[config.mk]
export PLATFORM = sky130hd
export DESIGN_NAME = apb_master_bridge
export DESIGN_NICKNAME = d
export VERILOG_FILES = /design/src/rtl/apb_pkg.sv /design/src/rtl/apb_wait_timer.sv /design/src/rtl/apb_master_bridge.sv
export SDC_FILE = /design/constraint.sdc
export NUM_CORES = 1
export LEC_CHECK = 0
export BUFFER_PORTS_ARGS = -buffer_cell sky130_fd_sc_hd__buf_2
export CAP_MARGIN = 10
export CORE_UTILIZATION = 41
export CTS_BUF_LIST = sky130_fd_sc_hd__clkbuf_8
export DETAILED_ROUTE_END_ITERATION = 8
export PLACE_DENSITY_LB_ADDON = 0.05
export REMOVE_ABC_BUFFERS = 1
export SYNTH_ARGS = -nofsm -noshare
export SYNTH_HDL_FRONTEND = slang
export SYNTH_HIERARCHICAL = 1
export SYNTH_SLANG_ARGS = --single-unit
[constraint.sdc]
create_clock -name pclk -period 1.5 [get_ports pclk]
set_input_delay 0.225 -clock pclk [delete_from_list [all_inputs] [get_ports pclk]]
set_output_delay 0.225 -clock pclk [all_outputs]
set_load 0.03 [all_outputs]
[src/rtl/apb_pkg.sv]
// Shared APB definitions: default bus widths and the state encodings used by
// both the APB master bridge and the APB slave.
package apb_pkg;

  localparam int APB_ADDR_W = 8;
  localparam int APB_DATA_W = 8;

  localparam logic [1:0] APB_ST_IDLE   = 2'd0;
  localparam logic [1:0] APB_ST_SETUP  = 2'd1;
  localparam logic [1:0] APB_ST_ACCESS = 2'd2;
  localparam logic [1:0] APB_ST_RESP   = 2'd3;

  typedef enum logic [1:0] {
    ST_IDLE   = APB_ST_IDLE,
    ST_SETUP  = APB_ST_SETUP,
    ST_ACCESS = APB_ST_ACCESS,
    ST_RESP   = APB_ST_RESP
  } apb_master_state_t;

endpackage

[src/rtl/apb_wait_timer.sv]
// Counts ACCESS wait cycles for the master bridge; used only when
// APB_MASTER_TIMEOUT_EN is defined.
module apb_wait_timer #(
  parameter int TIMEOUT_CYCLES = 16
) (
  input  logic clk,
  input  logic rst,
  input  logic clear,
  input  logic count_en,
  output logic expired
);

  localparam int CW = $clog2(TIMEOUT_CYCLES + 1);
  localparam logic [CW-1:0] LIMIT = CW'(TIMEOUT_CYCLES);

  logic [CW-1:0] count_q;
  logic [CW-1:0] count_d;

  // Saturates at LIMIT so it can never wrap back into a "not expired" value.
  always_comb begin
    count_d = count_q;
    if (clear) begin
      count_d = '0;
    end else if (count_en && (count_q != LIMIT)) begin
      count_d = count_q + 1'b1;
    end
  end

  // Fires in the wait cycle whose increment reaches the limit.
  assign expired = count_en && (count_d == LIMIT);

  always_ff @(posedge clk or posedge rst) begin
    if (rst) begin
      count_q <= '0;
    end else begin
      count_q <= count_d;
    end
  end

endmodule

[src/rtl/apb_master_bridge.sv]
// Command/response to APB master bridge, one transfer outstanding at a time.
// Define APB_MASTER_TIMEOUT_EN to bound ACCESS to TIMEOUT_CYCLES wait cycles.
//
// Handshakes: a command transfers on a rising edge with cmd_valid && cmd_ready;
// a response transfers on a rising edge with rsp_valid && rsp_ready. The
// producer holds valid and its payload stable until the transfer happens.
module apb_master_bridge
  import apb_pkg::*;
#(
  parameter int ADDR_W         = APB_ADDR_W,
  parameter int DATA_W         = APB_DATA_W,
  parameter int TIMEOUT_CYCLES = 16
) (
  input  logic              pclk,
  input  logic              preset,
  input  logic              cmd_valid,
  output logic              cmd_ready,
  input  logic              cmd_write,
  input  logic [ADDR_W-1:0] cmd_addr,
  input  logic [DATA_W-1:0] cmd_wdata,
  output logic              rsp_valid,
  input  logic              rsp_ready,
  output logic [DATA_W-1:0] rsp_rdata,
  output logic              rsp_err,
  output logic              rsp_timeout,
  output logic              psel,
  output logic              penable,
  output logic              pwrite,
  output logic [ADDR_W-1:0] paddr,
  output logic [DATA_W-1:0] pwdata,
  input  logic [DATA_W-1:0] prdata,
  input  logic              pready,
  input  logic              pslverr,
  output apb_master_state_t dbg_state
);

  apb_master_state_t state_q, state_d;
  logic              pwrite_q, pwrite_d;
  logic [ADDR_W-1:0] paddr_q, paddr_d;
  logic [DATA_W-1:0] pwdata_q, pwdata_d;
  logic [DATA_W-1:0] rsp_rdata_q, rsp_rdata_d;
  logic              rsp_err_q, rsp_err_d;
  logic              timeout_hit;

`ifdef APB_MASTER_TIMEOUT_EN
  logic rsp_timeout_q, rsp_timeout_d;

  // Clearing during SETUP restarts the count on every entry to ACCESS.
  apb_wait_timer #(
    .TIMEOUT_CYCLES(TIMEOUT_CYCLES)
  ) u_wait_timer (
    .clk     (pclk),
    .rst     (preset),
    .clear   (state_q == ST_SETUP),
    .count_en((state_q == ST_ACCESS) && !pready),
    .expired (timeout_hit)
  );

  assign rsp_timeout = rsp_timeout_q;
`else
  assign timeout_hit = 1'b0;
  assign rsp_timeout = 1'b0;
`endif

  always_comb begin
    state_d     = state_q;
    pwrite_d    = pwrite_q;
    paddr_d     = paddr_q;
    pwdata_d    = pwdata_q;
    rsp_rdata_d = rsp_rdata_q;
    rsp_err_d   = rsp_err_q;
`ifdef APB_MASTER_TIMEOUT_EN
    rsp_timeout_d = rsp_timeout_q;
`endif
    case (state_q)
      ST_IDLE: begin
        if (cmd_valid) begin
          pwrite_d = cmd_write;
          paddr_d  = cmd_addr;
          pwdata_d = cmd_wdata;
          state_d  = ST_SETUP;
        end
      end
      ST_SETUP: begin
        state_d = ST_ACCESS;
      end
      ST_ACCESS: begin
        // A slave completion in the limit cycle wins over the timeout.
        if (pready) begin
          rsp_rdata_d = pwrite_q ? '0 : prdata;
          rsp_err_d   = pslverr;
`ifdef APB_MASTER_TIMEOUT_EN
          rsp_timeout_d = 1'b0;
`endif
          state_d = ST_RESP;
        end else if (timeout_hit) begin
          rsp_rdata_d = '0;
          rsp_err_d   = 1'b1;
`ifdef APB_MASTER_TIMEOUT_EN
          rsp_timeout_d = 1'b1;
`endif
          state_d = ST_RESP;
        end
      end
      ST_RESP: begin
        if (rsp_ready) begin
          state_d = ST_IDLE;
        end
      end
      default: state_d = ST_IDLE;
    endcase
  end

  always_ff @(posedge pclk or posedge preset) begin
    if (preset) begin
      state_q     <= ST_IDLE;
      pwrite_q    <= 1'b0;
      paddr_q     <= '0;
      pwdata_q    <= '0;
      rsp_rdata_q <= '0;
      rsp_err_q   <= 1'b0;
`ifdef APB_MASTER_TIMEOUT_EN
      rsp_timeout_q <= 1'b0;
`endif
    end else begin
      state_q     <= state_d;
      pwrite_q    <= pwrite_d;
      paddr_q     <= paddr_d;
      pwdata_q    <= pwdata_d;
      rsp_rdata_q <= rsp_rdata_d;
      rsp_err_q   <= rsp_err_d;
`ifdef APB_MASTER_TIMEOUT_EN
      rsp_timeout_q <= rsp_timeout_d;
`endif
    end
  end

  // Control outputs decode straight from state so reset idles the bus at once.
  assign cmd_ready = (state_q == ST_IDLE);
  assign psel      = (state_q == ST_SETUP) || (state_q == ST_ACCESS);
  assign penable   = (state_q == ST_ACCESS);
  assign rsp_valid = (state_q == ST_RESP);
  assign pwrite    = pwrite_q;
  assign paddr     = paddr_q;
  assign pwdata    = pwdata_q;
  assign rsp_rdata = rsp_rdata_q;
  assign rsp_err   = rsp_err_q;
  assign dbg_state = state_q;

endmodule

== After elaboration in Yosys (flattened, before gate mapping) ==
Index checks and enable logic that the tools add are counted.

* Memories kept: 0
* Bits of input ports: 31
* Latch bits: 0
* Memory bits (read-only): 0
* Output and inout port bits: 33
* Flip-flop bits (word level): 28
* Memory bits (writable): 0

* $lt $le $gt $ge: 0
* Add/sub/neg operators: 0
* Bitwise operators: 0
* Shift operators: 0
* $mul: 0
* Mux-type cells: 5
* Divide/modulo/power cells: 0
* Eq/ne operators: 6
* Reductions and logical operators: 5

{| class="wikitable"
|+ Operators with widths
! cell !! number
|-
| $mux 8 || 1
|-
| $pmux 2 s4 || 1
|-
| $mux 2 || 3
|-
| $eq 2x2->1 const B || 2
|-
| $ne 2x1->1 const B || 2
|-
| $reduce_and 2->1 || 2
|-
| $reduce_and 3->1 || 1
|-
| $eq 2x1->1 const B || 1
|-
| $logic_not 2->1 || 1
|-
| $ne 2x2->1 const B || 1
|-
| $logic_or 1x1->1 || 1
|}

== Logic depth before layout (Yosys ltp) ==
* Word-level depth: 3
* Depth in mapped cells: 6
* Gate-level depth less buffers: 5

== Least setup slack after synthesis ==
No wires, ideal clock.

* Kind: register to register
* Start point: reg state_q[0] (netlist: dbg_state[0])
* End point: reg paddr_q[7] (netlist: paddr[7])
* Path buffers: 1
* Stages on the path, launching flop included: 6
* Data required time: 1.375 ns
* Slack: -0.452 ns
* Arrival time: 1.827 ns
* Cells stage by stage: dfrtp_1 > inv_1 > ha_1 > nand2_1 > buf_2 > mux2_2

* Longest elaborated chain between the ends: 2

{| class="wikitable"
|+ Ends and longest elaborated chain
! item !! RTL line !! text
|-
| start, declared || apb_master_bridge.sv:37 || <nowiki>apb_master_state_t state_q, state_d;</nowiki>
|-
| start signal, assigned || apb_master_bridge.sv:126 || <nowiki>state_q <= state_d;</nowiki>
|-
| $logic_not 2->1 || n/a ||
|-
| named net cmd_ready || apb_master_bridge.sv:17 || <nowiki>output logic cmd_ready,</nowiki>
|-
| $reduce_and 2->1 (no source line) || n/a ||
|-
| end signal, assigned || apb_master_bridge.sv:128 || <nowiki>paddr_q <= paddr_d;</nowiki>
|-
| end, declared || apb_master_bridge.sv:39 || <nowiki>logic [ADDR_W-1:0] paddr_q, paddr_d;</nowiki>
|}

The timed path passes the listed nets, and every way through them passes these cells.
A chain may end at the register's enable or synchronous reset.

== Worst setup path after layout ==
* Start point: reg state_q[0] (netlist: dbg_state[0])
* End point: reg state_q[0] (netlist: dbg_state[0])

* Longest elaborated chain between the ends: 3

{| class="wikitable"
|+ Ends and longest elaborated chain
! item !! RTL line !! text
|-
| $eq 2x2->1 or $logic_not 2->1 (tied branches) || apb_master_bridge.sv:75 || <nowiki>case (state_q)</nowiki>
|-
| $ne 2x1->1 (no source line) or $ne 2x2->1 (tied branches) || n/a ||
|-
| $reduce_and 3->1 (no source line) || n/a ||
|}

Several ways; a longest one is shown, not always the timed one.

==> impl_metrics.ini <==
[power]
p_comb_share_pct = 56.7
sw_frac_of_total_pct = 45.31
p_total_uw = 4161
seqPwrFrac_pct = 32.5
leakagePower_uw = 0.0008556
p_int_uw = 2275
p_sw_uw = 1885
ir_drop_uv = 1694
powerDensity_mw_per_mm2 = 2548
clock_power_share_pct = 10.8

[clock_network]
hold_buffers = 0
root_buffer = clkbuf_8
cts_tree = built
insertion_delay_ns = 0.27
cts_sinks = 28
clkTransAtPathRegs_ns = 0.09
clockBufferDepth = 2
h-tree-depth = 1
numCtsBuffers = 3

[worst_setup_path]
crit_type = reg2reg
reg2reg_to = dbg_state[0]$_DFFE_PP0P_
crit_path_top_delay_cell = dfrtp_1
slowest_delay_ns = 0.39
end_kind = flop
worstPathMaxFanout = 3
critPathArrivalTime_ns = 1.69
crit_chain = inv_2, ha_4, a222oi_1, buf_4, mux2i_2
r2r_cells = 5
r2r_slack_ns = -0.003
timing.rr.start = dbg_state[0]$_DFFE_PP0P_
start_kind = flop
required_ns = 1.68

[yosys]
netlist.area_leader.share_pct = 61.14
avgSynthCellArea_um2 = 12.88
synth_largest_area_cell = dfrtp_1
synthDistinctLibCells = 15
postSynthCellCount = 89
synthTopCellsByArea = dfrtp_1, mux2_2, nand2b_1
synth-seq-cells = 28
synth_seq_area_share_pct = 61.14
synthesis.area_mm2 = 0.001146
ys_warn_count = 6

[timing]
hold_viol = 0
final_max_slew_viol_count = 0
min_period_ns = 1.503
min_period_over_period_pct = 100.2
setup_viol = 2
finalClockSkew_ns = 0.004006
fmax_ghz = 0.6654
grt_setup_unrepaired = yes
setup_slack_ns = -0.002765

[route]
drc_errors = 0
drt-pass1-iter-count = 4
vias = 886
dr.first_iter.drc_count = 11
drt-total-wl_mm = 2.279
routedWlPerCell_um = 12.06
vias_per_cell = 4.688
antenna_left = 0

[global_routing]
grt_pass1_wl_mm = 3.153
antenna_found_initial = 0
grt_max_degree = 29
first_global_vias = 728
overflow = 0
grt_usage_pct = 15.41

[floorplanning]
fp-row-count = 18
core_area_mm2 = 0.002567
dieWidth_um = 54.87
ioPinCount = 64
die_y_um = 54.87
start_util_pct = 44.64
die_area_mm2 = 0.003011

[place]
placed_cell_area_mm2 = 0.001535
io_buffer_count = 62
place_congestion = 0.6610
dp_hpwl_mm = 1.699

[finish]
drive_above_1_share_pct = 61.01
syn2layout_area_growth_pct = 42.47
final_area_mm2 = 0.001633
post-route-util_pct = 63.60
num_antenna_cells = 0
nets = 194

[min_path]
min_path_type = in2async

[status]
failed_checks = setup timing
outcome = finished, violations left

[run]
cap_viol_max_count = 0
==> what timing repair did <==
action	CTS	global route
pin swaps	2	1
endpoints found under the setup margin	3	3
resized for setup	8	3
setup buffers	0	1
==> sequential cells by signal, summed over array words and instances, names as in the netlist <==
register and flops:
paddr 8, dbg_state 2, pwrite 1, rsp_err 1
rsp_rdata 8, pwdata 8
==> cell usage after synthesis <==
library cell	number
buf_4	1
mux2i_1	1
o21ai_0	8
a222oi_1	1
buf_2	1
nand2_1	10
nand2b_1	8
clkbuf_1	1
nor2_1	1
dfrtp_1	28
mux2_2	18
ha_1	3
conb_1	1
inv_1	6
mux2_1	1
==> stage by stage <==
stage	hold WS [ns]	setup TNS (ns)	cells	worst slack [ns]
3_3_place_gp	0.3012	0	184	0.02274
6_report	0.0001702	-0.003174	189	-0.002765
3_5_place_dp	0.3099	-0.09154	184	-0.05154
2_1_floorplan	0.2904	-9.476	86	-0.4308
4_1_cts	0.01123	-0.05512	188	-0.03038
5_1_grt	0.02982	-0.1993	189	-0.1164
==> layout by cell type, fill, tap and decap left out, types with 2 or more instances in the layout <==
| cell type | n |
|---|---|
| mux2_2 | 18 |
| inv_1 | 4 |
| buf_4 | 8 |
| o21ai_0 | 8 |
| inv_2 | 2 |
| nand2b_1 | 8 |
| dfrtp_1 | 27 |
| clkbuf_8 | 4 |
| nand2_1 | 10 |
| buf_2 | 60 |
| ha_4 | 2 |
==> final cells by class <==
cell class	instances	area [um^2]
Clock buffer	4	55.05
Multi-Input combinational cell	52	435.4
Tap cell	30	37.54
Sequential cell	28	701.9
Inverter	6	22.52
Timing Repair Buffer	69	380.4
Fill cell	219	934.6
==> logic make-up (layout without fill, tap and decap cells) <==
kind of cell / count (synthesis) / in the layout / share of synthesized area, %
compound gates: 9 / 9 / 4.367
other cells: 1 / 1 / 0.3272
buf+inv: 9 / 79 / 3.384
simple gates: 19 / 19 / 7.970
mux: 20 / 20 / 19.54
fa+ha+maj: 3 / 3 / 3.275
flops: 28 / 28 / 61.14
==> worst max-delay path by stage <==
| stage | startpoint | endpoint | cells after the start |
|---|---|---|---|
| floorplan | dbg_state[0]$_DFFE_PP0P_ | paddr[0]$_DFFE_PP0P_ | 4 |
| global placement | dbg_state[0]$_DFFE_PP0P_ | dbg_state[1]$_DFFE_PP0P_ | 4 |
| detailed placement | dbg_state[0]$_DFFE_PP0P_ | dbg_state[1]$_DFFE_PP0P_ | 4 |
| CTS | dbg_state[0]$_DFFE_PP0P_ | dbg_state[1]$_DFFE_PP0P_ | 4 |
| global route | dbg_state[0]$_DFFE_PP0P_ | dbg_state[0]$_DFFE_PP0P_ | 5 |
| finish | dbg_state[0]$_DFFE_PP0P_ | dbg_state[0]$_DFFE_PP0P_ | 5 |
==> routing by layer <==
metal	up-vias	global-route usage, %	wire (um)
met5	-	0	0
met4	0	5.128	10
met3	2	3.889	149
met2	37	26.51	1131
met1	415	18.52	988
li1	432	-	-
==> critical path, delay by kind of cell (launching register included) <==
family / cells / cell delay [ns]
buffers and inverters: 2 / 0.28
muxes: 1 / 0.21
DFF: 1 / 0.39
adders and majority gates: 1 / 0.16
AOI/OAI and AO/OA: 1 / 0.38
==> power by group through the flow <==
| stage | clock network (uW) | registers (uW) | logic [uW] |
|---|---|---|---|
| 2_1_floorplan | 0 | 2090 | 801 |
| 3_3_place_gp | 0 | 1330 | 2200 |
| 3_5_place_dp | 0 | 1350 | 2250 |
| 4_1_cts | 474 | 1350 | 2330 |
| 5_1_grt | 497 | 1410 | 2520 |
| 6_report | 450 | 1350 | 2360 |
Power figures use the tool's default switching activity.
